`src/rtl/bexkat1_intseq_pkg.sv`:
```
// bexkat1Def: shared definitions for the bexkat1 integer sequencer.
//   intfunc_t      : 4-bit integer operation codes (codes 12..15 are unused)
//   intseq_state_t : sequencer FSM states
//   helpers        : operation-class decode functions
package bexkat1Def;

  typedef enum logic [3:0] {
    INT_MUL   = 4'd0,
    INT_DIV   = 4'd1,
    INT_MOD   = 4'd2,
    INT_MULU  = 4'd3,
    INT_DIVU  = 4'd4,
    INT_MODU  = 4'd5,
    INT_MULX  = 4'd6,
    INT_MULUX = 4'd7,
    INT_EXT   = 4'd8,
    INT_EXTB  = 4'd9,
    INT_COM   = 4'd10,
    INT_NEG   = 4'd11
  } intfunc_t;

  typedef enum logic [1:0] {
    IDLE = 2'd0,
    RUN  = 2'd1,
    FIX  = 2'd2,
    DONE = 2'd3
  } intseq_state_t;

  function automatic logic is_mul(intfunc_t f);
    return f inside {INT_MUL, INT_MULU, INT_MULX, INT_MULUX};
  endfunction

  function automatic logic is_div(intfunc_t f);
    return f inside {INT_DIV, INT_DIVU, INT_MOD, INT_MODU};
  endfunction

  function automatic logic is_single(intfunc_t f);
    return f inside {INT_EXT, INT_EXTB, INT_COM, INT_NEG};
  endfunction

  function automatic logic is_signed_op(intfunc_t f);
    return f inside {INT_MUL, INT_MULX, INT_DIV, INT_MOD};
  endfunction

  function automatic logic is_high(intfunc_t f);
    return f inside {INT_MULX, INT_MULUX};
  endfunction

  function automatic logic is_mod(intfunc_t f);
    return f inside {INT_MOD, INT_MODU};
  endfunction

endpackage

```
`src/rtl/bexkat1_intseq_step.sv`:
```
// bexkat1_intseq_step: one combinational iteration of the sequencer datapath.
//   Multiply : if lo[0], hi += opd; then {hi,lo} shifts right by one.
//   Divide   : restoring step; {rem,quo} shifts left, trial-subtract divisor.
// Ports:
//   div_i  : select divide step (only present with BEXKAT1_INTSEQ_DIV_EN)
//   hi_i   : upper accumulator (partial product high / remainder), WIDTH+1 bits
//   lo_i   : lower accumulator (multiplier / dividend-quotient), WIDTH bits
//   opd_i  : multiplicand or divisor magnitude
//   hi_o, lo_o : accumulators after this iteration
// Build option: BEXKAT1_INTSEQ_DIV_EN adds the divide step.
module bexkat1_intseq_step #(
  parameter int WIDTH = 32
) (
`ifdef BEXKAT1_INTSEQ_DIV_EN
  input  logic             div_i,
`endif
  input  logic [WIDTH:0]   hi_i,
  input  logic [WIDTH-1:0] lo_i,
  input  logic [WIDTH-1:0] opd_i,
  output logic [WIDTH:0]   hi_o,
  output logic [WIDTH-1:0] lo_o
);

`ifdef BEXKAT1_INTSEQ_DIV_EN
  logic [WIDTH:0]   a;
  logic [WIDTH+1:0] b;
  logic [WIDTH+1:0] sum;

  // Single adder shared by both modes; divide subtracts via ~b + 1.
  always_comb begin
    if (div_i) begin
      a = {hi_i[WIDTH-1:0], lo_i[WIDTH-1]};
      b = ~{2'b00, opd_i};
    end else begin
      a = hi_i;
      b = lo_i[0] ? {2'b00, opd_i} : '0;
    end
    sum = {1'b0, a} + b + {{(WIDTH+1){1'b0}}, div_i};
  end

  always_comb begin
    if (div_i) begin
      // sum[WIDTH+1] set means the trial subtraction went negative: restore.
      if (!sum[WIDTH+1]) begin
        hi_o = sum[WIDTH:0];
        lo_o = {lo_i[WIDTH-2:0], 1'b1};
      end else begin
        hi_o = a;
        lo_o = {lo_i[WIDTH-2:0], 1'b0};
      end
    end else begin
      hi_o = {1'b0, sum[WIDTH:1]};
      lo_o = {sum[0], lo_i[WIDTH-1:1]};
    end
  end
`else
  logic [WIDTH:0] sum;

  always_comb begin
    sum  = hi_i + (lo_i[0] ? {1'b0, opd_i} : '0);
    hi_o = {1'b0, sum[WIDTH:1]};
    lo_o = {sum[0], lo_i[WIDTH-1:1]};
  end
`endif

endmodule

```
`src/rtl/bexkat1_intseq.sv`:
```
// bexkat1_intseq: sequential integer unit (multiply/divide/extend).
// Single-cycle ops finish in the cycle after start; iterative ops take
// WIDTH RUN cycles plus one FIX cycle that applies the result sign.
// Ports:
//   clk_i, rst_i (async, active-high)
//   start_i, func_i, in1_i, in2_i : request, latched when accepted in IDLE
//   out_o, err_o                  : result and error, held until rewritten
//   busy_o                        : state is not IDLE
//   done_o                        : one-cycle result-valid pulse
// Build option: BEXKAT1_INTSEQ_DIV_EN enables DIV/DIVU/MOD/MODU; without it
// those codes report as unsupported.
//
// state | meaning
// IDLE  | waiting for start_i
// RUN   | one shift-add / shift-subtract step per cycle, counter counts down
// FIX   | apply sign / select result half, write out_o
// DONE  | done_o pulse, start_i ignored
module bexkat1_intseq
  import bexkat1Def::*;
#(
  parameter int WIDTH    = 32,
  parameter bit FAST_EXT = 1'b1
) (
  input  logic             clk_i,
  input  logic             rst_i,
  input  logic             start_i,
  input  intfunc_t         func_i,
  input  logic [WIDTH-1:0] in1_i,
  input  logic [WIDTH-1:0] in2_i,
  output logic [WIDTH-1:0] out_o,
  output logic             busy_o,
  output logic             done_o,
  output logic             err_o
);

  localparam int CW = $clog2(WIDTH) + 1;

  intseq_state_t    state_q, state_d;
  logic [CW-1:0]    cnt_q;
  logic [WIDTH:0]   hi_q;
  logic [WIDTH-1:0] lo_q, opd_q, out_q;
  intfunc_t         func_q;
  logic             neg_q, err_q;

  logic [WIDTH:0]   step_hi;
  logic [WIDTH-1:0] step_lo;
  logic [WIDTH-1:0] fix_res;

  logic accept, op_div_ok, op_unsup, op_dz, op_fast, op_sgn;

  function automatic logic [WIDTH-1:0] mag(logic [WIDTH-1:0] x, logic sgn);
    return (sgn && x[WIDTH-1]) ? -x : x;
  endfunction

  // Widen to 64 bits so EXT stays well-formed for WIDTH below 16.
  function automatic logic [WIDTH-1:0] ext_res(intfunc_t f, logic [WIDTH-1:0] x);
    logic [63:0] x64, e;
    x64 = 64'(x);
    case (f)
      INT_EXT:  e = {{48{x64[15]}}, x64[15:0]};
      INT_EXTB: e = {{56{x64[7]}}, x64[7:0]};
      INT_COM:  e = ~x64;
      default:  e = -x64;
    endcase
    return e[WIDTH-1:0];
  endfunction

  always_comb begin
    accept = (state_q == IDLE) && start_i;
`ifdef BEXKAT1_INTSEQ_DIV_EN
    op_div_ok = is_div(func_i);
`else
    op_div_ok = 1'b0;
`endif
    op_unsup = !(is_mul(func_i) || is_single(func_i) || op_div_ok);
    op_dz    = op_div_ok && (in2_i == '0);
    op_fast  = FAST_EXT && is_single(func_i);
    op_sgn   = is_signed_op(func_i);
  end

  // State register
  always_ff @(posedge clk_i or posedge rst_i) begin
    if (rst_i) state_q <= IDLE;
    else       state_q <= state_d;
  end

  // Next-state logic
  always_comb begin
    state_d = state_q;
    case (state_q)
      IDLE: if (accept) state_d = (op_unsup || op_dz || op_fast) ? DONE : RUN;
      RUN:  if (cnt_q == CW'(1)) state_d = FIX;
      FIX:  state_d = DONE;
      DONE: state_d = IDLE;
      default: state_d = IDLE;
    endcase
  end

  // Outputs
  always_comb begin
    busy_o = (state_q != IDLE);
    done_o = (state_q == DONE);
    out_o  = out_q;
    err_o  = err_q;
  end

  bexkat1_intseq_step #(.WIDTH(WIDTH)) u_step (
`ifdef BEXKAT1_INTSEQ_DIV_EN
    .div_i (is_div(func_q)),
`endif
    .hi_i  (hi_q),
    .lo_i  (lo_q),
    .opd_i (opd_q),
    .hi_o  (step_hi),
    .lo_o  (step_lo)
  );

  // Sign fix on the full 2*WIDTH product so MULX gets the correct high half.
  always_comb begin
    logic [2*WIDTH-1:0] prod;
    prod    = {hi_q[WIDTH-1:0], lo_q};
    prod    = neg_q ? -prod : prod;
    fix_res = '0;
    if (is_single(func_q)) begin
      fix_res = ext_res(func_q, lo_q);
    end else if (is_mul(func_q)) begin
      fix_res = is_high(func_q) ? prod[2*WIDTH-1:WIDTH] : prod[WIDTH-1:0];
    end
`ifdef BEXKAT1_INTSEQ_DIV_EN
    else begin
      fix_res = is_mod(func_q) ? hi_q[WIDTH-1:0] : lo_q;
      fix_res = neg_q ? -fix_res : fix_res;
    end
`endif
  end

  // Datapath registers
  always_ff @(posedge clk_i or posedge rst_i) begin
    if (rst_i) begin
      cnt_q  <= '0;
      hi_q   <= '0;
      lo_q   <= '0;
      opd_q  <= '0;
      out_q  <= '0;
      err_q  <= 1'b0;
      neg_q  <= 1'b0;
      func_q <= INT_MUL;
    end else begin
      case (state_q)
        IDLE: if (accept) begin
          func_q <= func_i;
          if (op_unsup) begin
            out_q <= '0;
            err_q <= 1'b1;
          end else if (op_dz) begin
            out_q <= '1;
            err_q <= 1'b1;
          end else if (op_fast) begin
            out_q <= ext_res(func_i, in1_i);
            err_q <= 1'b0;
          end else begin
            cnt_q <= CW'(WIDTH);
            hi_q  <= '0;
            neg_q <= op_sgn && (is_mod(func_i) ? in1_i[WIDTH-1]
                                               : in1_i[WIDTH-1] ^ in2_i[WIDTH-1]);
            if (is_single(func_i)) begin
              lo_q  <= in1_i;
              opd_q <= '0;
            end else if (is_mul(func_i)) begin
              lo_q  <= mag(in2_i, op_sgn);
              opd_q <= mag(in1_i, op_sgn);
            end else begin
              lo_q  <= mag(in1_i, op_sgn);
              opd_q <= mag(in2_i, op_sgn);
            end
          end
        end
        RUN: begin
          cnt_q <= cnt_q - CW'(1);
          if (!is_single(func_q)) begin
            hi_q <= step_hi;
            lo_q <= step_lo;
          end
        end
        FIX: begin
          out_q <= fix_res;
          err_q <= 1'b0;
        end
        default: ;
      endcase
    end
  end

endmodule

```
`config.mk`:
```
export PLATFORM = sky130hd
export DESIGN_NAME = bexkat1_intseq
export DESIGN_NICKNAME = d
export VERILOG_FILES = /design/src/rtl/bexkat1_intseq_pkg.sv /design/src/rtl/bexkat1_intseq_step.sv /design/src/rtl/bexkat1_intseq.sv
export SDC_FILE = /design/constraint.sdc
export NUM_CORES = 1
export LEC_CHECK = 0
export ABC_AREA = 1
export BUFFER_PORTS_ARGS = -buffer_cell sky130_fd_sc_hd__buf_2
export CAP_MARGIN = 20
export CORE_ASPECT_RATIO = 0.75
export CORE_MARGIN = 3
export CORE_UTILIZATION = 36
export DETAILED_ROUTE_END_ITERATION = 12
export PLACE_DENSITY = 0.56
export SYNTH_ARGS = -nofsm -noshare
export SYNTH_HDL_FRONTEND = slang
export SYNTH_SLANG_ARGS = --single-unit
```
`constraint.sdc`:
```
create_clock -name clk_i -period 4.6 [get_ports clk_i]
set_input_delay 0.46 -clock clk_i [delete_from_list [all_inputs] [get_ports clk_i]]
set_output_delay 0.46 -clock clk_i [all_outputs]
set_load 0.1 [all_outputs]
```
* After elaboration in Yosys (flattened, before gate mapping)
Index checks and enable logic that the tools add are counted.
** Cells by class
- $add $sub $neg :: 7
- Equality and inequality tests :: 27
- Multiplexer cells :: 38
- Bitwise gates (word level) :: 4
- Reductions and logical operators :: 26
** Operator list (count)
- two-way mux 32 bit :: 15
- one-hot mux 32 bit (3 select lines) :: 2
- two-way mux 33 bit :: 4
- negator 32 bit :: 4
- one-hot mux 32 bit (2 select lines) :: 2
- one-hot mux 33 bit (2 select lines) :: 1
- two-way mux 64 bit :: 1
- negator 64 bit :: 1
- NOT 32 bit :: 2
- adder 33 bit :: 1
- == test 4 bit (second input constant) :: 8
- == test 4 x 3 -> 1 bit (second input constant) :: 5
- nonzero test 4 bit :: 5
- two-way mux 6 bit :: 3
- == test 4 x 2 -> 1 bit (second input constant) :: 3
- one-hot mux 6 bit (2 select lines) :: 1
- nonzero test 2 bit :: 5
- logical NOT 4 bit :: 2
- inequality test 2 bit (second input constant) :: 4
- one-hot mux 2 bit (4 select lines) :: 1
- AND reduction 4 bit :: 2
- == test 6 x 1 -> 1 bit (second input constant) :: 1
- two-way mux 2 bit :: 3
- subtractor 6 x 1 -> 6 bit (second input constant) :: 1
- 16 further kinds :: 25
** Storage, ports and cells
- Flip-flop bits (word level) :: 143
- Input bits :: 71
- Output and inout port bits :: 35

* Depth between registers and ports, before layout
- Depth in word-level cells :: 9
- Mapped depth :: 19
- Mapped depth without buffers :: 17

* By module
A second synthesis with hierarchy kept.
** Second synthesis, totals
- Cell total of the unflattened synthesis :: 2756
- Area total of the unflattened synthesis :: 15757.6 µm²
** By module, submodules not included
- bexkat1_intseq :: instances 1, cells each 2132, area an instance 12831.1 µm², sequential area each 3578.4 µm²
- bexkat1_intseq_step :: instances 1, cells each 624, area an instance 2926.6 µm², sequential area each 0.0 µm²

* Worst setup path after synthesis
Ideal clock, no wire load.
- Path kind :: reg-to-reg
- Start :: register lo_q[0]
- End :: register hi_q[25]
- Library setup time :: 117 ps
- Arrival :: 2487 ps
- Data required time :: 4483 ps
- Slack :: 1996 ps
- Cell stages (with the launch flop) :: 20
- Path buffers :: 2
- Path through :: dfrtp_1 -> buf_2 -> clkbuf_1 -> nand2_1 -> inv_1 -> ha_1 -> inv_1 -> fa_1 -> inv_1 -> nand2_1 -> o21ai_1 -> a21oi_1 -> o21ai_1 -> nand2_1 -> nand2_1 -> a21oi_1 -> inv_1 -> nand2_1 -> nand3_1 -> nand2_1
** Between the ends
- Word-level cells in the longest chain between the ends :: 4
** RTL lines
- start, declared :: line bexkat1_intseq.sv:41 : logic [WIDTH-1:0] lo_q, opd_q, out_q;
- start signal, assigned :: line bexkat1_intseq.sv:167 : lo_q <= in1_i;
- start signal, assigned :: line bexkat1_intseq.sv:170 : lo_q <= mag(in2_i, op_sgn);
- start signal, assigned :: line bexkat1_intseq.sv:173 : lo_q <= mag(in1_i, op_sgn);
- two-way mux 32 bit :: line bexkat1_intseq_step.sv:60 : sum = hi_i + (lo_i[0] ? {1'b0, opd_i} : '0);
- adder 33 bit :: line bexkat1_intseq_step.sv:60
- two-way mux 33 bit :: line bexkat1_intseq.sv:180 : if (!is_single(func_q)) begin
- one-hot mux 33 bit (2 select lines) :: line bexkat1_intseq.sv:149 : case (state_q)
- end signal, assigned :: line bexkat1_intseq.sv:181 : hi_q <= step_hi;
- end, declared :: line bexkat1_intseq.sv:40 : logic [WIDTH:0] hi_q;
Every way passes these cells. The select of a mux whose other input is x is not followed.
A chain may end at the register's enable or synchronous reset.

* Worst setup path in the final report
Ends and elaborated chain as after synthesis.

==> summary.txt <==
Worst setup path
  • Critical Path Start: lo_q[0]$_DFFE_PP0P_
  • Worst-path fanout max: 34
  • Crit Path Class: reg -> reg
  • WP data arrival: 3.31 ns
  • Crit Reg-Reg Startpoint: lo_q[0]$_DFFE_PP0P_
  • Critical path launch point type: flop
  • Required time worst endpoint: 4.95 ns
  • Setup crit end: hi_q[25]$_DFFE_PP0P_
  • Worst-case reg-to-reg path depth: 18
  • Reg2reg end: hi_q[25]$_DFFE_PP0P_
  • Register-to-register setup slack: 1.64 ns
  • CP endpoint kind: flop

Flow run
  • MaxCap Viol Count: 0

Floorplanning
  • Die area: 42300 um2
  • Effective utilization at floorplan: 0.370
  • # rows: 62
  • Io pins: 106
  • Die width: 237 um
  • Die Height: 179 um
  • Core Area: 38800 um2

Clock network
  • Setup Buffers After CTS: 0
  • Clock sinks: 142
  • Worst-skew pair later-pin latency: roughly 0.46 ns
  • CTS tree: yes
  • CTS Buf Count: 17
  • CTS clk-pin slew, worst paths: 0.07 ns
  • Hold Buf Count CTS: 0
  • CTS max path bufs: 2
  • CTS-repair resized insts: 0
  • Root buf cell: clkbuf_16
  • H-tree lvl count: 4

Logic synthesis
  • Post-synth EDFFs: 0
  • Asr flop ratio synth: 1.00
  • Top cells by area, synth: dfrtp_1 (25%), nand2_1 (17%), nor2_1 (7.7%)
  • Yosys Warn Count: 0
  • Yosys cell types: 60
  • Post-Syn Area: 14400 um2
  • Mean Syn Cell Area: 6.01 um2
  • Synth Instances: roughly 2400
  • Area share of the largest cell type after synthesis: 0.247
  • Area leader, netlist: dfrtp_1
  • Register area share after synthesis: 0.247
  • Synth Register Bits: 142
  • Most common flop cell mapped by yosys: dfrtp_1
  • Syn nets: 2504

Routing
  • DRC Markers: 0
  • DR pass1 iterations: 6
  • Final WL: between 60 and 70 mm
  • Drt wl/cell: 21.3 um
  • Initial DRC Count: 2255
  • Vias per inst: 5.68
  • Vias: approximately 17000
  • Antenna viol nets, final: 0

Layout
  • Layout fillers: 4361
  • Fin nets: 2563
  • Commonest non-fill, non-tap cell in the layout: nand2_1
  • Ant. Diodes: 0
  • Most frequent cells in the layout: nand2_1 (647), nor2_1 (295), inv_1 (247), a21oi_1 (221), nand3_1 (203)
  • Post-route insts no fill: 2975
  • Layout cells sized above 1: 0.0938
  • Area growth syn-to-layout: 10.2%

Timing
  • Endpoints failing hold: 0
  • Final min period: 2.96 ns
  • RSZ-0062 raised after global routing: no
  • WHS: 0.0641 ns
  • Transition time of the tightest slew-check pin: 0.886 ns
  • Slew Viols, Final: 0
  • PnR worst setup slack: 1.64 ns
  • Part of the cycle the worst path needs: 0.644
  • Fmax: between 0.3 and 0.4 GHz
  • Fin Clk Skew: 0.0119 ns
  • Post-route setup TNS: 0 ns
  • Slew headroom: 0.409
  • Final setup violation count: 0

Place
  • Placed Instances: 2943
  • Gp weighted congestion: 1.01
  • Count of input and output buffers: 105
  • Pre-CTS setup slack: 1.56 ns
  • Post-DP HPWL: 50.3 mm

Global route
  • Initial antenna violation count: 2
  • Total track usage: 0.295
  • GRT Residual Overflow: 0
  • Largest net degree at the start of global routing: 84
  • Vias in the first global route: 15391
  • First-pass GRT wire length: 95.9 mm

Run status
  • Status: finished, final reports clean

Pwr
  • Power Density: 790 nW/um2
  • VDD IR max: a little under 1 mV
  • Lkg Pwr: 7.57 nW

Min path
  • Worst Hold Class: in -> async
per-layer routing:
metal	vias to the layer above	global-route usage	share of wire
li1	8021	-	-
met3	55	0.0486	0.091
met1	8052	0.474	0.51
met5	-	0	0.00073
met4	2	0.0584	0.014
met2	775	0.406	0.39
worst min path at each step:
stage	end	slack, ns	depth (start not counted)
after floorplan	opd_q[1]$_DFFE_PP0P_	0.45	2
after global placement	opd_q[31]$_DFFE_PP0P_	0.47	2
after detailed placement	opd_q[22]$_DFFE_PP0P_	0.47	2
after CTS	lo_q[22]$_DFFE_PP0P_	0.10	2
after global routing	lo_q[22]$_DFFE_PP0P_	0.13	2
final	lo_q[22]$_DFFE_PP0P_	0.06	2
cell usage after synthesis (4+ instances only):
| master | count |
|---|---|
| o21bai_1 | 9 |
| buf_1 | 8 |
| nor2_1 | 295 |
| nand3b_1 | 5 |
| o21a_1 | 6 |
| buf_2 | 34 |
| dfrtp_1 | 142 |
| nor2_2 | 15 |
| buf_4 | 4 |
| inv_2 | 19 |
| nor3_1 | 23 |
| nand2_4 | 5 |
| xor2_1 | 43 |
| nand4_1 | 28 |
| clkbuf_1 | 25 |
| o21ai_0 | 165 |
| o221ai_1 | 19 |
| a21oi_1 | 221 |
| o22ai_1 | 20 |
| xnor2_1 | 5 |
| a21o_1 | 11 |
| a31oi_1 | 11 |
| inv_1 | 248 |
| o21ai_1 | 46 |
| o211ai_1 | 23 |
| nand2_2 | 10 |
| nor2_4 | 7 |
| buf_6 | 9 |
| nand3_1 | 203 |
| nand2_1 | 647 |
| ha_1 | 41 |
through the flow:
step	cell area, um2	utilization	total power, W
final	15800	0.408	0.0125
after floorplan	14400	-	0.00839
after CTS	15800	0.408	0.0123
after global placement	15200	0.393	0.0109
after global routing	15800	0.408	0.0134
after detailed placement	15200	0.393	0.0108
sequential cells by signal, indices dropped and copies added (netlist names):
name,count
hi_q,32
lo_q,32
opd_q,32
out_o,32
cnt_q,6
func_q,4
state_q,2
err_o,1
neg_q,1
final cells by class:
| class | instances | area (um2) | area share |
|---|---|---|---|
| Multi-Input combinational cell | 1893 | 9330 | 0.590 |
| Sequential cell | 142 | 3550 | 0.225 |
| Inverter | 274 | 1050 | 0.0662 |
| Timing Repair Buffer | 122 | 666 | 0.0421 |
| Tap cell | 512 | 641 | 0.0405 |
| Clock buffer | 20 | 457 | 0.0289 |
| Clock inverter | 12 | 125 | 0.00791 |
critical path: stages, from the launching register on:
cell and delay (ns):
dfrtp_1 0.32, buf_4 0.32, nand2_1 0.10, inv_1 0.06, ha_1 0.15, inv_1 0.06
fa_1 0.36, inv_1 0.08, nand2_1 0.07, o21ai_1 0.28, a21oi_1 0.25, o21ai_1 0.29
nand2_1 0.08, nand2_1 0.10, a21oi_1 0.09, inv_1 0.06, nand2_1 0.04, nand3_1 0.06
nand2_1 0.05
logic make-up after synthesis:
| logic type | Yosys count | share of synthesized area |
|---|---|---|
| simple gates | 1256 | 0.372 |
| compound gates | 547 | 0.212 |
| buf+inv | 356 | 0.103 |
| flops | 142 | 0.247 |
| xor+xnor | 48 | 0.0293 |
| fa+ha+maj | 42 | 0.0371 |
power by group:
group          internal [W]  total (W)  switching, W
Sequential          0.00188    0.00270      0.000825
Combinational       0.00217    0.00834       0.00618
Clock              0.000788    0.00146      0.000669
(Power assumes the default switching activity.)
